File: config.mk
export PLATFORM = sky130hd
export DESIGN_NAME = axis_demux_2
export DESIGN_NICKNAME = d
export VERILOG_FILES = /design/src/rtl/axis_pkg.sv /design/src/rtl/axis_reg_slice.sv /design/src/rtl/axis_demux_2.sv
export SDC_FILE = /design/constraint.sdc
export NUM_CORES = 1
export LEC_CHECK = 0
export CAP_MARGIN = 20
export CORE_MARGIN = 2
export CORE_UTILIZATION = 37
export CTS_CLUSTER_DIAMETER = 40
export DETAILED_ROUTE_END_ITERATION = 6
export PLACE_DENSITY = 0.74
export SYNTH_ARGS = -nofsm -noshare
export SYNTH_HDL_FRONTEND = slang
export SYNTH_SLANG_ARGS = --single-unit
File: constraint.sdc
create_clock -name ACLK -period 1.7 [get_ports ACLK]
set_input_delay 0.255 -clock ACLK [delete_from_list [all_inputs] [get_ports ACLK]]
set_output_delay 0.255 -clock ACLK [all_outputs]
set_load 0.03 [all_outputs]
File: src/rtl/axis_pkg.sv
`default_nettype none
// ============================================================================
//  Module      : axis_pkg
//  Description : Shared constants for the AXI-Stream demux fabric.
//  Revision    : 1.0 - initial release
// ============================================================================
package axis_pkg;

    localparam logic [0:0] ST_IDLE     = 1'b0;
    localparam logic [0:0] ST_PKT      = 1'b1;

    localparam logic [0:0] DEST_0      = 1'b0;
    localparam logic [0:0] DEST_1      = 1'b1;

    localparam int         DATA_W_DFLT = 8;

endpackage : axis_pkg
`default_nettype wire

File: src/rtl/axis_reg_slice.sv
`default_nettype none
// ============================================================================
//  Module      : axis_reg_slice
//  Description : One-entry AXIS register carrying {data, last, dest}; drains
//                only through the sink selected by the stored destination.
//  Revision    : 1.0 - initial release
// ============================================================================
module axis_reg_slice
    import axis_pkg::*;
#(
    parameter int DATA_W = DATA_W_DFLT
) (
    input  logic              clk,
    input  logic              rst,
    input  logic [DATA_W-1:0] i_s_data,
    input  logic              i_s_last,
    input  logic              i_s_dest,
    input  logic              i_s_valid,
    output logic              o_s_ready,
    output logic [DATA_W-1:0] o_m_data,
    output logic              o_m_last,
    output logic              o_m_dest,
    output logic              o_m_full,
    input  logic              i_m_ready_0,
    input  logic              i_m_ready_1
);

    logic [DATA_W-1:0] r_data;
    logic              r_last;
    logic              r_dest;
    logic              r_full;

    logic              w_drain;
    logic              w_accept;

    // The idle sink's ready is masked out so it can never gate the input.
    assign w_drain   = r_full & ((r_dest == DEST_1) ? i_m_ready_1 : i_m_ready_0);
    assign o_s_ready = ~r_full | w_drain;
    assign w_accept  = i_s_valid & o_s_ready;

    always_ff @(posedge clk) begin
        if (rst) begin
            r_data <= '0;
            r_last <= 1'b0;
            r_dest <= DEST_0;
            r_full <= 1'b0;
        end else if (w_accept) begin
            r_data <= i_s_data;
            r_last <= i_s_last;
            r_dest <= i_s_dest;
            r_full <= 1'b1;
        end else if (w_drain) begin
            r_full <= 1'b0;
        end
    end

    assign o_m_data = r_data;
    assign o_m_last = r_last;
    assign o_m_dest = r_dest;
    assign o_m_full = r_full;

endmodule : axis_reg_slice
`default_nettype wire

File: src/rtl/axis_demux_2.sv
`default_nettype none
// ============================================================================
//  Module      : axis_demux_2
//  Description : 1:2 AXI-Stream demux, route locked per packet, 1-cycle latency.
//                Define AXIS_DEMUX_PKT_CNT_EN to add per-output packet counters.
//  Revision    : 1.0 - initial release
// ============================================================================
module axis_demux_2
    import axis_pkg::*;
#(
    parameter int DATA_W = DATA_W_DFLT
) (
    input  logic              ACLK,
    input  logic              ARESETn,
    input  logic              sel,
    input  logic [DATA_W-1:0] s_tdata,
    input  logic              s_tvalid,
    input  logic              s_tlast,
    output logic              s_tready,
    output logic [DATA_W-1:0] m0_tdata,
    output logic              m0_tvalid,
    output logic              m0_tlast,
    input  logic              m0_tready,
    output logic [DATA_W-1:0] m1_tdata,
    output logic              m1_tvalid,
    output logic              m1_tlast,
    input  logic              m1_tready
`ifdef AXIS_DEMUX_PKT_CNT_EN
    ,
    output logic [15:0]       pkt_cnt_0,
    output logic [15:0]       pkt_cnt_1
`endif
);

    logic [0:0]        r_state;
    logic              r_route_q;

    logic              w_rst;
    logic              w_route;
    logic              w_accept;
    logic [DATA_W-1:0] w_data;
    logic              w_last;
    logic              w_dest;
    logic              w_full;

    assign w_rst    = ~ARESETn;
    assign w_accept = s_tvalid & s_tready;
    // sel is live only for the first beat; afterwards the latched route rules.
    assign w_route  = (r_state == ST_IDLE) ? sel : r_route_q;

    always_ff @(posedge ACLK) begin
        if (!ARESETn) begin
            r_state   <= ST_IDLE;
            r_route_q <= DEST_0;
        end else if (w_accept) begin
            case (r_state)
                ST_IDLE: begin
                    if (!s_tlast) begin
                        r_state   <= ST_PKT;
                        r_route_q <= sel;
                    end
                end
                default: begin
                    if (s_tlast) begin
                        r_state <= ST_IDLE;
                    end
                end
            endcase
        end
    end

    axis_reg_slice #(
        .DATA_W      (DATA_W)
    ) u_reg_slice (
        .clk         (ACLK),
        .rst         (w_rst),
        .i_s_data    (s_tdata),
        .i_s_last    (s_tlast),
        .i_s_dest    (w_route),
        .i_s_valid   (s_tvalid),
        .o_s_ready   (s_tready),
        .o_m_data    (w_data),
        .o_m_last    (w_last),
        .o_m_dest    (w_dest),
        .o_m_full    (w_full),
        .i_m_ready_0 (m0_tready),
        .i_m_ready_1 (m1_tready)
    );

    assign m0_tvalid = w_full & (w_dest == DEST_0);
    assign m1_tvalid = w_full & (w_dest == DEST_1);
    assign m0_tdata  = w_data;
    assign m1_tdata  = w_data;
    assign m0_tlast  = w_last;
    assign m1_tlast  = w_last;

`ifdef AXIS_DEMUX_PKT_CNT_EN
    logic [15:0] r_pkt_cnt_0;
    logic [15:0] r_pkt_cnt_1;

    always_ff @(posedge ACLK) begin
        if (!ARESETn) begin
            r_pkt_cnt_0 <= '0;
            r_pkt_cnt_1 <= '0;
        end else begin
            if (m0_tvalid & m0_tready & m0_tlast) r_pkt_cnt_0 <= r_pkt_cnt_0 + 16'd1;
            if (m1_tvalid & m1_tready & m1_tlast) r_pkt_cnt_1 <= r_pkt_cnt_1 + 16'd1;
        end
    end

    assign pkt_cnt_0 = r_pkt_cnt_0;
    assign pkt_cnt_1 = r_pkt_cnt_1;
`endif

endmodule : axis_demux_2
`default_nettype wire

Word-level counts from Yosys, hierarchy flattened

Cells that the tools add are included.
W data, S select, Z words.

Add/subtract/negate cells: 0
Multiply operators: 0
Divide/modulo/power cells: 0
Magnitude comparators: 0
Equality and inequality tests: 0
Shift operators: 0
Mux-type cells: 5
Bitwise logic cells: 9
Reductions and logical operators: 2

Operators by type and width:

| cell               | count |
|---|---|
| $mux W1            | 5 |
| $and A1 B1 Y1      | 4 |
| $not A1 Y1         | 4 |
| $reduce_and A3 Y1  | 1 |
| $reduce_bool A2 Y1 | 1 |
| $or A1 B1 Y1       | 1 |

Flip-flop bits (word level): 13
Latch bits: 0
Bits in writable memories: 0
ROM bits: 0
Input port bits: 15
Output and inout port bits: 21
Word-level logic and storage cells: 22
Memories kept: 0

Longest topological paths before layout

Gate-level depths: netlist of run 1.

Depth in word-level cells: 5
Mapped depth: 4
Depth with buffers taken out: 3

Cells and area by module

Synthesis of run 1 repeated with hierarchy kept, for this count alone.

Cells, all modules: 97
Area total of the unflattened synthesis: 862.1 um^2

Modules (own cells, without submodules):

| module         | times used | cells an instance | area each (um^2) | sequential area each (um^2) |
|---|---|---|---|---|
| axis_reg_slice | 1          | 76                | 683.2            | 220.2 |
| axis_demux_2   | 1          | 21                | 178.9            | 40.0 |

Worst setup path before layout of run 1

Ideal clock, no wire load.

Kind: register to register
Start: register u_reg_slice.r_dest (netlist: u_reg_slice.o_m_dest)
End: register u_reg_slice.r_full (netlist: u_reg_slice.o_m_full)
Library setup time: 0.077 ns
Arrival: 1.164 ns
Data required time: 1.623 ns
Setup slack: 0.458 ns
Cell stages (with the launch flop): 4
Buffers on the path: 0
Clock period less this slack: 1.242 ns
Cell sequence: dfxtp_1 -> mux2i_2 -> nand2_1 -> a21boi_0

Longest elaborated chain between the ends: 5

RTL lines:

| item                                                 | RTL line             | text |
|---|---|---|
| start: declaration                                   | axis_reg_slice.sv:30 | `logic r_dest;` |
| start signal: assignment                             | axis_reg_slice.sv:50 | `r_dest <= i_s_dest;` |
| $mux W1 *                                            | axis_reg_slice.sv:37 | `assign w_drain = r_full & ((r_dest == DEST_1) ? i_m_ready_1 : i_m_ready_0);` |
| $and A1 B1 Y1 *                                      | axis_reg_slice.sv:37 |  |
| $or A1 B1 Y1 *                                       | axis_reg_slice.sv:38 | `assign o_s_ready = ~r_full \| w_drain;` |
| net s_tready                                         | axis_demux_2.sv:19   | `output logic s_tready,` |
| $and A1 B1 Y1 *                                      | axis_reg_slice.sv:39 | `assign w_accept = i_s_valid & o_s_ready;` |
| $mux W1 / $reduce_bool A2 Y1 (equally long branches) | n/a                  |  |
| end signal: assignment                               | axis_reg_slice.sv:46 | `r_full <= 1'b0;` |
| end signal: assignment                               | axis_reg_slice.sv:51 | `r_full <= 1'b1;` |
| end signal: assignment                               | axis_reg_slice.sv:53 | `r_full <= 1'b0;` |
| end: declaration                                     | axis_reg_slice.sv:31 | `logic r_full;` |

The timed path passes the listed nets; every way through them passes the cells marked *.
A chain may end at the register's enable or synchronous reset.

Final worst setup path of run 1

Start: register u_reg_slice.r_dest (netlist: u_reg_slice.o_m_dest)
End: output s_tready

Longest elaborated chain between the ends: 3

RTL lines:

| item             | RTL line |
|---|---|
| $mux W1          | axis_reg_slice.sv:37 |
| $and A1 B1 Y1    | axis_reg_slice.sv:37 |
| $or A1 B1 Y1     | axis_reg_slice.sv:38 |
| end: declaration | axis_demux_2.sv:19 |

No other way between the ends.

==> results_dict.tcl, run 1 <==
set metrics [dict create \
    hp-class "flip-flop to flip-flop" \
    cts-root-buf "clkbuf_4" \
    critPathLaunchType "flip-flop" \
    area_delta_synth_final_pct 51.5 \
    required_ns 1.44 \
    numCtsBuffers 3 \
    swShare 0.301 \
    antenna_found_initial 0 \
    setup_tns_ns 0 \
    final_common_cell "clkdlybuf4s50_1" \
    vias_per_cell 4.68 \
    avgRoutedWirePerCell_um 11.1 \
    grt_setup_unrepaired "no" \
    dr.first_iter.drc_count 7 \
    clock_sinks 13 \
    finalPower_w 0.000763 \
    die_w_um 46.1 \
    syn_nets 86 \
    avgSynthCellArea_um2 9.23 \
    drt-pass1-iter-count 4 \
    fin_hold_ws_ns 0.468 \
    row_count 15 \
    path_clk_slew_ns 0.07 \
    slew_violations 0 \
    peakVddDrop_v 0.000527 \
    dieArea_um2 2120 \
    core_um2 1690 \
    seqPwrFrac 0.450 \
    layout_common_cells "32 x clkdlybuf4s50_1, 24 x nand2_1, 13 x dfxtp_1" \
    wl_mm 1.30 \
    first_global_vias 488 \
    fin_nets 116 \
    yosysSeqAreaShare 0.397 \
    fin_crit_sh 0.936 \
    crit_arrival_ns 1.34 \
    ys_ff_latch 13 \
    cts_resized 2 \
    io_buffers 35 \
    syn-cell-area_um2 656 \
    yosysWarningCount 0 \
    tightest_slew_ns 0.340 \
    p_int_w 0.000534 \
    insertion_delay_ns 0.26 \
    final_core_util 0.588 \
    slew_headroom 0.769 \
    dpl.cell_count 113 \
    cts.path.max_buffers 2 \
    die_h_um 46.1 \
    outcome "complete, no violations" \
    finClkSkew_ns 0.00436 \
    maxCapViolCount 0 \
    insertedDiodeCount 0 \
    reg2reg_setup_slack_ns 0.39 \
    p_leak_nw 0.409 \
    gr-total-overflow 0 \
    yosysUniqueCellTypes 15 \
    synthCells 71 \
    pwr-share-comb 0.311 \
    switchingPower_w 0.000230 \
    cp_max_fo 4 \
    cts_tree "done" \
    htree_levels 1 \
    clockPowerShare 0.239 \
    layout.cells.non_filler 117 \
    cts_setup_buffers 0 \
    vias 548 \
    hold_viol_final 0 \
    powerDensity_nw_per_um2 768 \
    setup_violations 0 \
    hpwlAfterDp_um 998 \
    ios 36 \
    critical_path_class "flip-flop to primary output" \
    max_freq_mhz 628 \
    min_period_ns 1.59 \
    start_util 0.388 \
    final_antenna_net_count 0 \
    drive_above_1_share 0.130 \
    track_usage 0.134 \
    drc 0 \
    gp_congestion 0.689 \
    grt_max_degree 26 \
    holdBufCountCts 0 \
    worst_setup_path_end_kind "primary output" \
    grt_first_pass_wirelength_mm 1.99 \
]
==> power by group through the flow <==
stage	Clock, W	Combinational, W	Sequential [W]
6_report	0.000183	0.000238	0.000343
5_1_grt	0.000208	0.000252	0.000347
4_1_cts	0.000191	0.000240	0.000344
3_5_place_dp	0	0.000241	0.000351
3_3_place_gp	0	0.000238	0.000349
2_1_floorplan	0	0.000121	0.000377
==> per-layer routing <==
metal,vias to the layer above,track usage,share of wire
li1,278,-,-
met1,248,0.148,0.45
met2,20,0.228,0.49
met3,2,0.0392,0.052
met4,0,0.0686,0.015
met5,-,0,0
==> final cells by class <==
cell class | instances | area [µm²]
Inverter | 1 | 3.75
Sequential cell | 13 | 260
Multi-Input combinational cell | 44 | 302
Timing Repair Buffer | 38 | 380
Tap cell | 17 | 21.3
Clock buffer | 4 | 26.3
Fill cell | 142 | 696
==> kinds of logic (layout without fill, tap and decap cells) <==
kind of cell | after synthesis | after routing | synth area share
and+or+nand+nor | 27 | 27 | 0.172
muxes | 14 | 14 | 0.221
buffers and inverters | 14 | 43 | 0.143
DFF | 13 | 13 | 0.397
AOI/OAI and AO/OA | 3 | 3 | 0.0668
==> Yosys cell counts <==
cell type  instances  area share
mux2i_2            1       0.021
a21boi_0           1       0.011
mux2i_1           12        0.18
and2b_2            1       0.013
buf_6              1       0.017
mux2_2             1       0.017
dfxtp_1           13        0.40
and2_2             1       0.011
clkbuf_1           3       0.017
a21oi_2            1       0.013
a2111oi_4          1       0.042
buf_4              9        0.10
inv_1              1      0.0057
nand2b_1           1      0.0095
nand2_1           24        0.14
==> critical path, stage by stage (launching register included) <==
cell,delay [ns]
dfxtp_1,0.39
mux2i_2,0.38
nand2_1,0.12
buf_4,0.18
==> path summary, 6_finish.rpt <==
kind,startpoint,to,depth (start not counted)
worst max register to register,u_reg_slice.o_m_dest$_SDFFE_PN0P_,u_reg_slice.o_m_data[7]$_SDFFE_PN0P_,4
worst max-delay path,u_reg_slice.o_m_dest$_SDFFE_PN0P_,s_tready,3
worst min register to register,r_route_q$_SDFFE_PN0P_,r_route_q$_SDFFE_PN0P_,2
worst min-delay path,r_route_q$_SDFFE_PN0P_,r_route_q$_SDFFE_PN0P_,2
==> flip-flops by register name, summed over array words and instances (netlist names) <==
| signal | flops |
|---|---|
| u_reg_slice.o_m_full | 1 |
| u_reg_slice.o_m_last | 1 |
| r_state | 1 |
| u_reg_slice.o_m_data | 8 |
| u_reg_slice.o_m_dest | 1 |
| r_route_q | 1 |
==> through the flow <==
step                instance area (µm²)  setup slack [ns]
CTS                                 993            0.0922
global route                        993            0.0168
floorplan                           656             0.458
detailed placement                  970             0.153
global placement                    970             0.198
finish                              993             0.109
Power figures use the tool's default switching activity.
==> run 2: changes to the inputs <==
--- a/config.mk
+++ b/config.mk
@@ -6,11 +6,13 @@
 export NUM_CORES = 1
 export LEC_CHECK = 0
 export CAP_MARGIN = 20
+export CORE_ASPECT_RATIO = 0.7
 export CORE_MARGIN = 2
-export CORE_UTILIZATION = 37
+export CORE_UTILIZATION = 40
 export CTS_CLUSTER_DIAMETER = 40
 export DETAILED_ROUTE_END_ITERATION = 6
-export PLACE_DENSITY = 0.74
+export PLACE_DENSITY = 0.73
 export SYNTH_ARGS = -nofsm -noshare
 export SYNTH_HDL_FRONTEND = slang
+export SYNTH_HIERARCHICAL = 1
 export SYNTH_SLANG_ARGS = --single-unit
==> run 2 against run 1 <==
Effect of this change:
- clock power increased by 8%
- global-route usage grew 3.6 points
- critical endpoint is now m1_tdata[4]
- largest cell class is now multi-input gates
- power grew 18%
==> results_dict.tcl, run 2 <==
set metrics [dict create \
    outcome "complete, no violations" \
    cts_setup_buffers 0 \
    syn-cell-area_um2 862 \
    numCtsBuffers 3 \
    netlist.area_leader.share 0.302 \
    cpMaxStageDelayCell "clkdlybuf4s50_1" \
    hold_viol_final 0 \
    ios 36 \
    crit_path_max_incr_delay_ns 0.69 \
    p_int_w 0.000582 \
    path_cells "clkdlybuf4s50_1" \
    largest_reg_flops 8 \
    final_antenna_net_count 0 \
    vias_per_cell 5.58 \
    core_um2 2080 \
    crit_arrival_ns 1.36 \
    yosysUniqueCellTypes 26 \
    setup_tns_ns 0 \
    synthCells 97 \
    track_usage 0.169 \
    fin_nets 141 \
    dr.first_iter.drc_count 15 \
    insertion_delay_ns 0.28 \
    critical_path_class "flip-flop to primary output" \
    worst_setup_path_end_kind "primary output" \
    antenna_found_initial 0 \
    yosys.area.top_type "dfxtp_1" \
    ys_top_cells_by_count "13 x dfxtp_1, 11 x buf_4, 11 x nand2_1" \
    peakVddDrop_v 0.000436 \
    finClkSkew_ns 0.000611 \
    cp_max_fo 4 \
    critPathLaunchType "flip-flop" \
    avgRoutedWirePerCell_um 13.4 \
    slew_headroom 0.789 \
    row_count 14 \
    swShare 0.352 \
    start_util 0.414 \
    drt-pass1-iter-count 4 \
    yosysSeqAreaShare 0.302 \
    wl_mm 2.00 \
    insertedDiodeCount 0 \
    cts_resized 0 \
    yosys.cell_count.top_type "dfxtp_1" \
    vias 832 \
    drc 0 \
    synth_edf_count 0 \
    yosysWarningCount 6 \
    layout_common_cells "32 x clkdlybuf4s50_1, 13 x dfxtp_1, 11 x nand2_1" \
    die_w_um 59.5 \
    ys_ff_latch 13 \
    grt_setup_unrepaired "no" \
    io_buffers 35 \
    area_delta_synth_final_pct 38.3 \
    path_clk_slew_ns 0.08 \
    clock_sinks 13 \
    tightest_slew_ns 0.317 \
    first_global_vias 768 \
    clockPowerShare 0.220 \
    setup_violations 0 \
    cp_top_family "buffers and inverters" \
    p_leak_nw 0.422 \
    holdBufCountCts 0 \
    pwr-share-comb 0.380 \
    syn_nets 112 \
    powerDensity_nw_per_um2 753 \
    fin_crit_sh 0.949 \
    hp-class "flip-flop to flip-flop" \
    synth_flop_cell "dfxtp_1" \
    die_h_um 42.8 \
    synth-async-reset-ratio 0 \
    switchingPower_w 0.000316 \
    critical_path_buf_inv_count 1 \
    maxCapViolCount 0 \
    cts.path.max_buffers 2 \
    slew_violations 0 \
    final_common_cell "clkdlybuf4s50_1" \
    avgSynthCellArea_um2 8.89 \
    drive_above_1_share 0.128 \
    max_freq_mhz 620 \
    dieArea_um2 2550 \
    htree_levels 1 \
    gr-total-overflow 0 \
    finalPower_w 0.000898 \
    hpwlAfterDp_mm 1.45 \
    required_ns 1.44 \
    seqPwrFrac 0.400 \
    min_period_ns 1.61 \
    grt_first_pass_wirelength_mm 3.27 \
    synth_area_leaders "dfxtp_1 30%, buf_4 9.6%, nand4b_1 9.1%" \
    grt_max_degree 28 \
    gp_congestion 0.728 \
    cts-root-buf "clkbuf_4" \
    cts_tree "done" \
    reg2reg_setup_slack_ns 0.37 \
]
-- run 2: logic make-up after synthesis --
logic type,Yosys count,synth area share
buffers and inverters,22,0.168
AND/OR/NAND/NOR,35,0.274
AO/OA/AOI/OAI,24,0.205
multiplexers,3,0.0508
flip-flops,13,0.302
-- run 2: layout make-up --
type / instances / area [µm²]
fill: 180 / 892
inverter: 5 / 18.8
multi-input combinational: 62 / 457
timing repair buffer: 41 / 400
tap: 24 / 30.0
clock buffer: 4 / 26.3
sequential: 13 / 260
-- run 2: per-layer routing --
layer  routed length [µm]  GRT usage  vias up
met5                    0          0        -
met4                   21     0.0636        0
met3                  134     0.0701        2
met2                  920      0.251       25
met1                  925      0.218      388
li1                     -          -      417
-- run 2: worst paths after layout --
path                                                          end  depth (start not counted)                            startpoint
worst max-delay path                                  m1_tdata[4]                          1  u_reg_slice/o_m_data[4]$_SDFFE_PP0P_
worst min-delay path                       r_route_q$_SDFFE_PN0P_                          2                r_route_q$_SDFFE_PN0P_
worst max register to register  u_reg_slice/o_m_last$_SDFFE_PP0P_                          4     u_reg_slice/o_m_dest$_SDFFE_PP0P_
worst min register to register             r_route_q$_SDFFE_PN0P_                          2                r_route_q$_SDFFE_PN0P_
-- run 2: power groups by stage --
stage | clock network [W] | registers (W) | logic (W)
after floorplan | 0 | 0.000403 | 0.000185
after global placement | 0 | 0.000364 | 0.000337
after detailed placement | 0 | 0.000367 | 0.000341
after CTS | 0.000207 | 0.000359 | 0.000342
after global routing | 0.000218 | 0.000364 | 0.000363
final | 0.000198 | 0.000359 | 0.000341
-- run 2: through the flow --
| stage | setup slack, ns | hold WS (ns) | std cells | utilization | area, µm² |
|---|---|---|---|---|---|
| 2_1_floorplan | 0.215 | 0.364 | 97 | - | 862 |
| 3_3_place_gp | 0.164 | 0.447 | 145 | 0.559 | 1170 |
| 3_5_place_dp | 0.122 | 0.474 | 145 | 0.559 | 1170 |
| 4_1_cts | 0.0716 | 0.484 | 149 | 0.572 | 1190 |
| 5_1_grt | 0.0292 | 0.500 | 149 | 0.572 | 1190 |
| 6_report | 0.0869 | 0.477 | 149 | 0.572 | 1190 |
-- run 2: worst register-to-register path, stage by stage, from the launching register on --
cell,delay (ns)
dfxtp_1,0.44
mux2i_4,0.30
buf_4,0.26
nand4b_1,0.12
o311ai_1,0.11
